==> config.mk <==
export PLATFORM = sky130hd
export DESIGN_NAME = oclib_csr_to_apb
export DESIGN_NICKNAME = d
export VERILOG_FILES = /design/src/rtl/oclib_pkg.sv /design/src/rtl/oclib_synchronizer.sv /design/src/rtl/oclib_csr_to_apb.sv
export SDC_FILE = /design/constraint.sdc
export NUM_CORES = 1
export LEC_CHECK = 0
export CAP_MARGIN = 20
export CORE_MARGIN = 4
export CORE_UTILIZATION = 30
export CTS_CLUSTER_DIAMETER = 100
export DETAILED_ROUTE_END_ITERATION = 10
export PLACE_DENSITY = 0.67
export SYNTH_ARGS = -nofsm -noshare
export SYNTH_HDL_FRONTEND = slang
export SYNTH_HIERARCHICAL = 1
export SYNTH_SLANG_ARGS = --single-unit
==> constraint.sdc <==
create_clock -name clock -period 4.4 [get_ports clock]
set_input_delay 0.88 -clock clock [delete_from_list [all_inputs] [get_ports clock]]
set_output_delay 0.88 -clock clock [all_outputs]
set_load 0.1 [all_outputs]
==> src/rtl/oclib_pkg.sv <==
// ---------------------------------------------------------------------------
// oclib_pkg
//
// Shared types and constants for the oclib CSR fabric and its bridges.
//
// Contents:
//   BcSpaceIdAny             - broadcast CSR space id, matched by every leaf
//   DefaultApbTimeoutCycles  - default ACCESS-phase limit for APB bridges
//   csr_32_s / csr_32_fb_s   - parallel CSR request / response
//   apb_s / apb_fb_s         - APB requester outputs / completer feedback
//   csr_space_match()        - space filter used by CSR leaves
// ---------------------------------------------------------------------------
package oclib_pkg;

    localparam logic [3:0] BcSpaceIdAny            = 4'hf;
    localparam integer     DefaultApbTimeoutCycles = 1024;

    // CSR request. read/write are levels held together with address/wdata
    // until the response pulse.
    typedef struct packed {
        logic        read;
        logic        write;
        logic [3:0]  space;
        logic [31:0] address;
        logic [31:0] wdata;
    } csr_32_s;

    // CSR response. ready is a single-cycle pulse; error/rdata qualify it.
    typedef struct packed {
        logic        ready;
        logic        error;
        logic [1:0]  reserved;
        logic [31:0] rdata;
    } csr_32_fb_s;

    // APB requester signals.
    typedef struct packed {
        logic        select;
        logic        enable;
        logic        write;
        logic [31:0] address;
        logic [31:0] wdata;
    } apb_s;

    // APB completer feedback.
    typedef struct packed {
        logic        ready;
        logic        error;
        logic [31:0] rdata;
    } apb_fb_s;

    // True when a request addressed to req_space targets a leaf at my_space.
    function automatic logic csr_space_match(input logic [3:0] req_space,
                                             input logic [3:0] my_space);
        return (req_space == my_space) || (req_space == BcSpaceIdAny);
    endfunction

endpackage

==> src/rtl/oclib_synchronizer.sv <==
// ---------------------------------------------------------------------------
// oclib_synchronizer
//
// Multi-flop synchroniser with asynchronous clear. Used both for CDC of
// quasi-static signals and as a reset synchroniser (d tied high, q is a
// reset that asserts asynchronously and releases after SyncCycles clocks).
//
// Ports:
//   clock   in  1      destination clock
//   resetN  in  1      asynchronous active-low clear to ResetValue
//   d       in  Width  signal to synchronise
//   q       out Width  synchronised signal
// ---------------------------------------------------------------------------
module oclib_synchronizer #(
    parameter int               Width      = 1,
    parameter int               SyncCycles = 2,
    parameter logic [Width-1:0] ResetValue = '0
) (
    input  logic             clock,
    input  logic             resetN,
    input  logic [Width-1:0] d,
    output logic [Width-1:0] q
);

    logic [Width-1:0] stages [SyncCycles];

    always_ff @(posedge clock or negedge resetN) begin
        if (!resetN) begin
            for (int i = 0; i < SyncCycles; i++) begin
                stages[i] <= ResetValue;
            end
        end else begin
            stages[0] <= d;
            for (int i = 1; i < SyncCycles; i++) begin
                stages[i] <= stages[i-1];
            end
        end
    end

    assign q = stages[SyncCycles-1];

endmodule

==> src/rtl/oclib_csr_to_apb.sv <==
// ---------------------------------------------------------------------------
// oclib_csr_to_apb
//
// Bridge from the parallel CSR protocol to an APB requester. Each accepted
// CSR request becomes one two-phase APB transfer (SETUP then ACCESS) bounded
// by a timeout, and is answered with a single-cycle CSR response.
//
// Handshake semantics:
//   csr.read / csr.write are request levels; the bridge samples them only in
//   IDLE. csrFb.ready is a one-cycle completion pulse with error/rdata valid
//   alongside it. After the pulse the bridge waits for both request levels to
//   drop before it will accept again, so a held request is never re-issued.
//   On the APB side select/enable follow the standard SETUP/ACCESS sequence;
//   apbFb.ready is sampled only while enable is high.
//
// Parameters:
//   Space          CSR space this leaf answers (plus BcSpaceIdAny)
//   TimeoutCycles  ACCESS cycles before abort, legal range 2..65535
//
// Ports:
//   clock      in   1            sole clock
//   resetN     in   1            async assert, synchronised release
//   csr        in   csr_32_s     CSR request
//   csrFb      out  csr_32_fb_s  CSR response (registered)
//   apb        out  apb_s        APB request (registered)
//   apbFb      in   apb_fb_s     APB completion
//   dbg_state  out  3            current FSM state encoding
// ---------------------------------------------------------------------------
module oclib_csr_to_apb
    import oclib_pkg::*;
#(
    parameter logic [3:0] Space         = 4'h0,
    parameter int         TimeoutCycles = DefaultApbTimeoutCycles
) (
    input  logic       clock,
    input  logic       resetN,
    input  csr_32_s    csr,
    output csr_32_fb_s csrFb,
    output apb_s       apb,
    input  apb_fb_s    apbFb,
    output logic [2:0] dbg_state
);

    typedef enum logic [2:0] {
        StIdle   = 3'd0,
        StSetup  = 3'd1,
        StAccess = 3'd2,
        StResp   = 3'd3,
        StDrain  = 3'd4
    } state_e;

    // Count value at which the last permitted ACCESS cycle is running.
    localparam logic [15:0] TimeoutLimit = 16'(TimeoutCycles - 1);

    state_e      state;
    logic [15:0] count;
    logic        rst_n_sync;
    logic        space_hit;
    logic        req_single;
    logic        req_both;

    // Reset asserts immediately (the synchroniser flops clear asynchronously)
    // and releases two clocks after resetN rises.
    oclib_synchronizer #(
        .Width      (1),
        .SyncCycles (2),
        .ResetValue (1'b0)
    ) u_reset_sync (
        .clock  (clock),
        .resetN (resetN),
        .d      (1'b1),
        .q      (rst_n_sync)
    );

    assign space_hit  = csr_space_match(csr.space, Space);
    assign req_single = csr.read ^ csr.write;
    assign req_both   = csr.read & csr.write;

    always_ff @(posedge clock or negedge rst_n_sync) begin
        if (!rst_n_sync) begin
            state <= StIdle;
            count <= '0;
            csrFb <= '0;
            apb   <= '0;
        end else begin
            case (state)
                StIdle: begin
                    if (space_hit && req_single) begin
                        // Capture the request once; later changes on csr are
                        // ignored until the transfer completes.
                        apb.select  <= 1'b1;
                        apb.enable  <= 1'b0;
                        apb.address <= csr.address;
                        apb.wdata   <= csr.wdata;
                        apb.write   <= csr.write;
                        state       <= StSetup;
                    end else if (space_hit && req_both) begin
                        // Simultaneous read and write is answered with an
                        // error without touching the APB side.
                        csrFb.ready <= 1'b1;
                        csrFb.error <= 1'b1;
                        csrFb.rdata <= '0;
                        state       <= StResp;
                    end
                end

                StSetup: begin
                    apb.enable <= 1'b1;
                    count      <= '0;
                    state      <= StAccess;
                end

                StAccess: begin
                    // ready is checked first so a completion in the final
                    // permitted cycle is not reported as a timeout.
                    if (apbFb.ready) begin
                        apb.select  <= 1'b0;
                        apb.enable  <= 1'b0;
                        csrFb.ready <= 1'b1;
                        csrFb.error <= apbFb.error;
                        csrFb.rdata <= apb.write ? 32'h0 : apbFb.rdata;
                        state       <= StResp;
                    end else if (count == TimeoutLimit) begin
                        apb.select  <= 1'b0;
                        apb.enable  <= 1'b0;
                        csrFb.ready <= 1'b1;
                        csrFb.error <= 1'b1;
                        csrFb.rdata <= '0;
                        state       <= StResp;
                    end else begin
                        count <= count + 16'd1;
                    end
                end

                StResp: begin
                    csrFb <= '0;
                    state <= StDrain;
                end

                StDrain: begin
                    if (!csr.read && !csr.write) begin
                        state <= StIdle;
                    end
                end

                default: begin
                    state <= StIdle;
                end
            endcase
        end
    end

    assign dbg_state = state;

endmodule

==> qor.csv, run 1 <==
metric,value,unit
reg2reg_depth,6,
synth_edf_count,0,
hold_class,reg -> reg,
fill_cells,1591,
drt_wl_total,15620,um
dpl_worst_slack,1.041,ns
synth_area_per_cell,12.00,um2
crit_chain,clkdlybuf4s50_1,
min_delay_worst_endpoint,u_reset_sync/q,
min-delay-start,u_reset_sync/stages[1],
whs_path_depth,0,
cts.sinks,122,
synth-seq-cells,122,
drcViolationCount,0,
start_util,0.3085,
grt_antenna_before_repair,0,
numPortBuffers,209,
cts_root_buffer,clkbuf_16,
crit-reg2reg-capture,csrFb[1],
cts_hold_buffers,0,
r2r-start,dbg_state[2],
grt_max_degree,66,
finalSetupViolations,0,
synth-compound-area-share,0.1537,
syn2layout_area_growth,54.11,%
postPlaceCellArea,7621,um2
crit_path_max_incr_delay,1.27,ns
design_area,8282,um2
rrSetupSlack,1.79,ns
slew_violations,0,
clk_latency,0.41,ns
place_congestion,0.8153,
overflow,0,
hpwl,11130,um
cp_slowest_cell,clkdlybuf4s50_1,
cts_resized,0,
diodes,0,
ys.flop_type,dfrtp_1,
max-clock-path-buffers,2,
nets,758,
clk_pin_slew,0.06,ns
dieArea,20120,um2
yosysMostFrequentCell,dfrtp_1,
first_global_vias,4673,
yosys_warnings,6,
status,"finished, final reports clean",
cts_setup_buffers,0,
crit_path_max_fanout,16,
yosys.area.top_type_share,0.5681,
core,17420,um2
synth.distinct_cells,53,
yosys.area_share.simple,0.08102,
synth-xor-area-share,0.001630,
cp_top_family,buffers and inverters,
synth_common_cells,"122 x dfrtp_1, 71 x a21oi_1, 39 x mux2_1",
layout_setup_ws,1.162,ns
clock_skew,0.005753,ns
final_cells,887,
drt_iter0_markers,211,
synth_fa_ha_area_frac,0.006985,
wl_per_cell,17.60,um
fp.dieW,141.8,um
end_kind,primary output,
critPathKind,reg -> out,
grt_first_pass_wirelength,25120,um
h-tree-depth,4,
vias,4489,
synth.area.top_cells,"dfrtp_1 57%, mux2_1 8.2%, a21oi_1 6.6%",
numCtsBuffers,17,
worstPathArrival,2.36,ns
layout-drive-gt1-share,0.1208,
ios,212,
synth_area,5374,um2
grt_use_total,0.1572,
worst_pin_slew,1.031,ns
num_rows,48,
cp.required,3.52,ns
crit_buf_inv,1,
synth_seq_area_share,0.5681,
fmax,0.3088,GHz
fin_crit_sh,0.7360,
rsz0062_at_grt,false,
relSlewSlack,0.3104,
cts_tree,yes,
min_period,3.238,ns
fin_setup_tns,0,ns
synthArstFlopShare,1.000,
cap_violations,0,
die_h,141.8,um
synthCells,448,
place_inst,855,
ant_nets,0,
hold_viol,0,
synth_top_family_by_area,compound AO/OA/AOI/OAI gates,
synth_area_leader_cell,dfrtp_1,
viasPerCell,5.061,
start_kind,register,
synth_mux_area_frac,0.1458,
dr.pass1.iters,4,
worst max-delay path by stage:
stage                    from            to  cells past startpoint
3_3_place_gp          csr[64]       apb[27]                      6
2_1_floorplan  u_reset_sync/q        apb[0]                      0
3_5_place_dp          csr[64]        apb[2]                      6
4_1_cts          dbg_state[1]  dbg_state[1]                      1
5_1_grt          dbg_state[0]  dbg_state[0]                      1
6_report         dbg_state[1]  dbg_state[1]                      1
per-layer routing:
metal / vias up / part of all wire / track usage
li1: 2084 / - / -
met2: 148 / 0.52 / 0.2688
met5: - / 0 / 0
met4: 0 / 0.025 / 0.06061
met3: 33 / 0.070 / 0.05460
met1: 2224 / 0.38 / 0.1809
cell families after synthesis:
logic type | Yosys count
DFF | 122
AOI/OAI and AO/OA | 135
muxes | 70
and+or+nand+nor | 73
other | 2
xor gates and xnor gates | 1
buffers and inverters | 42
adders and majority gates | 3
through the flow:
stage / util / hold WS (ns)
after floorplan: - / 0.3312
after global placement: 0.4376 / 0.3341
after detailed placement: 0.4376 / 0.3442
after CTS: 0.4755 / 0.3569
after global routing: 0.4755 / 0.3663
final: 0.4755 / 0.3525
cell type report:
cell class	count	area [um2]	area share
sequential	122	3057	0.3691
timing repair buffer	218	2157	0.2605
multi-input combinational	285	2107	0.2544
clock buffer	20	466.7	0.05635
tap	225	281.5	0.03399
clock inverter	12	193.9	0.02342
inverter	5	18.77	0.002266
layout by cell type, fill, tap and decap left out, types with 2 or more instances in the layout:
cell type | synthesis | layout
a221o_1 | 6 | 6
clkinvlp_4 | 0 | 2
nor3b_1 | 3 | 2
nand2_1 | 12 | 12
a21o_1 | 3 | 3
nor2_1 | 6 | 6
nand3b_1 | 2 | 2
clkbuf_8 | 0 | 3
buf_4 | 2 | 10
a21oi_1 | 71 | 71
nand3_1 | 8 | 8
and3_1 | 2 | 2
nor2b_1 | 4 | 4
nand2b_1 | 3 | 3
ha_1 | 3 | 3
clkbuf_16 | 0 | 17
dfrtp_1 | 122 | 121
or4_1 | 2 | 2
mux2_1 | 39 | 39
nor3_1 | 5 | 5
mux2_2 | 27 | 27
a21bo_2 | 2 | 2
a31oi_1 | 33 | 33
o211a_1 | 2 | 2
nand4_1 | 9 | 9
clkdlybuf4s50_1 | 0 | 208
nor4_1 | 7 | 7
a211oi_1 | 3 | 3
clkinv_2 | 0 | 4
o21ai_0 | 4 | 4
mux2i_1 | 4 | 4
or3b_2 | 2 | 2
conb_1 | 2 | 3
bufinv_16 | 0 | 5
inv_1 | 5 | 5
registers in the layout, indices dropped and copies added, names as in the netlist:
register / count
u_reset_sync/q: 1
csrFb: 34
u_reset_sync/stages: 1
count: 16
dbg_state: 3
apb: 67
Power of run 1 is not shown: default switching activity piles up to over one toggle a cycle in this logic, so the estimate is an artifact.
==> inputs of run 2 (changes only) <==
--- a/config.mk
+++ b/config.mk
@@ -10,7 +10,7 @@
 export CORE_UTILIZATION = 30
 export CTS_CLUSTER_DIAMETER = 100
 export DETAILED_ROUTE_END_ITERATION = 10
-export PLACE_DENSITY = 0.67
+export PLACE_DENSITY = 0.69
 export SYNTH_ARGS = -nofsm -noshare
 export SYNTH_HDL_FRONTEND = slang
 export SYNTH_HIERARCHICAL = 1
==> constraint.sdc (replaced) <==
create_clock -name clock -period 2.7 [get_ports clock]
set_input_delay 0.54 -clock clock [delete_from_list [all_inputs] [get_ports clock]]
set_output_delay 0.54 -clock clock [all_outputs]
set_load 0.1 [all_outputs]
==> run 2 against run 1 <==
  * Register-to-register slack got worse by 1.5 ns
  * Global-route usage fell by 0.33 points
  * First-iteration DRC count fell by 20%
  * Core utilization fell by 1.0 points
  * Flip-flop and latch count did not move
  * Design area fell by 2.1%
  * Critical path depth rose by 5
  * Sequential share of layout area rose by 0.81 points
  * Clock skew rose by 0.0042 ns
  * Non-clock buffer count rose by 7
  * Via count did not move
  * Critical path type is now in -> reg
  * Critical endpoint is now apb[40]
  * Largest cell class unchanged
==> qor.csv, run 2 (synthesis gave the netlist of run 1 again) <==
metric,value,unit
cts_hold_buffers,0,
postPlaceCellArea,7466,um2
finalSetupViolations,0,
max-clock-path-buffers,2,
numPortBuffers,209,
drt_wl_total,15160,um
fp.dieW,141.8,um
clock_skew,0.009955,ns
dr.pass1.iters,4,
largest_register_ffs,67,
place_congestion,0.9024,
layout-drive-gt1-share,0.2840,
nets,765,
h-tree-depth,4,
grt_max_degree,77,
drt_iter0_markers,169,
start_kind,input port,
cts.sinks,122,
hpwl,11010,um
top_register,apb,
core,17420,um2
worstPathArrival,2.72,ns
clk_latency,0.41,ns
num_rows,48,
hold_viol,0,
drcViolationCount,0,
wl_per_cell,16.96,um
clk_pin_slew,0.06,ns
mostFrequentLayoutCells,"121 x dfrtp_1, 116 x buf_4, 105 x clkdlybuf4s50_1, 71 x a21oi_1, 39 x mux2_1",
worst_pin_slew,0.6113,ns
viasPerCell,5.021,
fin_crit_sh,0.8966,
ios,212,
crit_path_max_fanout,51,
slew_violations,0,
hold_class,in -> async,
cap_violations,0,
design_area,8104,um2
end_kind,register,
reg_top3,"apb x67, csrFb x34, count x16",
die_h,141.8,um
grt_first_pass_wirelength,24810,um
cts_resized,0,
start_util,0.3085,
cts_tree,yes,
overflow,0,
vias,4489,
grt_antenna_before_repair,0,
cts_root_buffer,clkbuf_16,
rsz0062_at_grt,false,
dieArea,20120,um2
critPathKind,in -> reg,
syn2layout_area_growth,50.80,%
numCtsBuffers,17,
ant_nets,0,
first_global_vias,4871,
cts_setup_buffers,0,
cp.required,3.00,ns
diodes,0,
final_common_cell,dfrtp_1,
grt_use_total,0.1538,
status,"finished, final reports clean",
relSlewSlack,0.5924,
min_period,2.421,ns
fmax,0.4131,GHz
-- run 2: cell count changes in the layout (fill, tap and decap cells not counted) --
| cell | change |
|---|---|
| buf_12 | +4 |
| clkdlybuf4s50_1 | -103 |
| inv_6 | +5 |
| inv_8 | +1 |
| clkinv_4 | +1 |
| clkinv_2 | -3 |
| clkbuf_8 | -3 |
| buf_4 | +106 |
| bufinv_16 | -1 |
-- run 2: final cells by class --
class,instances,area [um2]
multi-input combinational,285,2107
clock inverter,15,212.7
tap,225,281.5
sequential,122,3057
clock buffer,17,425.4
fill,1567,9313
inverter,5,18.77
timing repair buffer,225,2002
-- run 2: final timing paths --
kind	from	endpoint	slack, ns	depth (start not counted)
max	csr[64]	apb[40]	0.28	6
min	resetN	u_reset_sync/q	0.29	1
max reg2reg	count[0]	csrFb[7]	0.34	6
min reg2reg	u_reset_sync/q	csrFb[8]	0.34	0
max in group asynchronous	u_reset_sync/q	csrFb[11]	1.53	1
min in group clock	u_reset_sync/stages[1]	u_reset_sync/q	0.35	0
-- run 2: per-layer routing --
metal | up-vias | share of wire | wire, um | global-route usage
li1 | 2093 | - | - | -
met1 | 2195 | 0.40 | 6061 | 0.1848
met2 | 181 | 0.50 | 7529 | 0.2536
met3 | 20 | 0.086 | 1300 | 0.05763
met4 | 0 | 0.018 | 269 | 0.05455
met5 | - | 0 | 0 | 0
-- run 2: critical path, stage by stage --
cell,delay [ns]
clkdlybuf4s50_1,0.41
or4_1,0.56
a21bo_2,0.26
nor4_4,0.22
buf_12,0.32
mux2_2,0.38
-- run 2: through the flow --
step / std cells / TNS (ns) / util / hold WS [ns] / setup slack, ns
2_1_floorplan: 449 / 0 / - / 0.2444 / 0.2953
3_3_place_gp: 862 / -5.014 / 0.4287 / 0.3380 / -0.1005
3_5_place_dp: 862 / -8.668 / 0.4287 / 0.3373 / -0.1668
4_1_cts: 894 / 0 / 0.4653 / 0.2624 / 0.2850
5_1_grt: 894 / 0 / 0.4653 / 0.2738 / 0.1041
6_report: 894 / 0 / 0.4653 / 0.2851 / 0.2792
Power of run 2 is left out for the same reason.
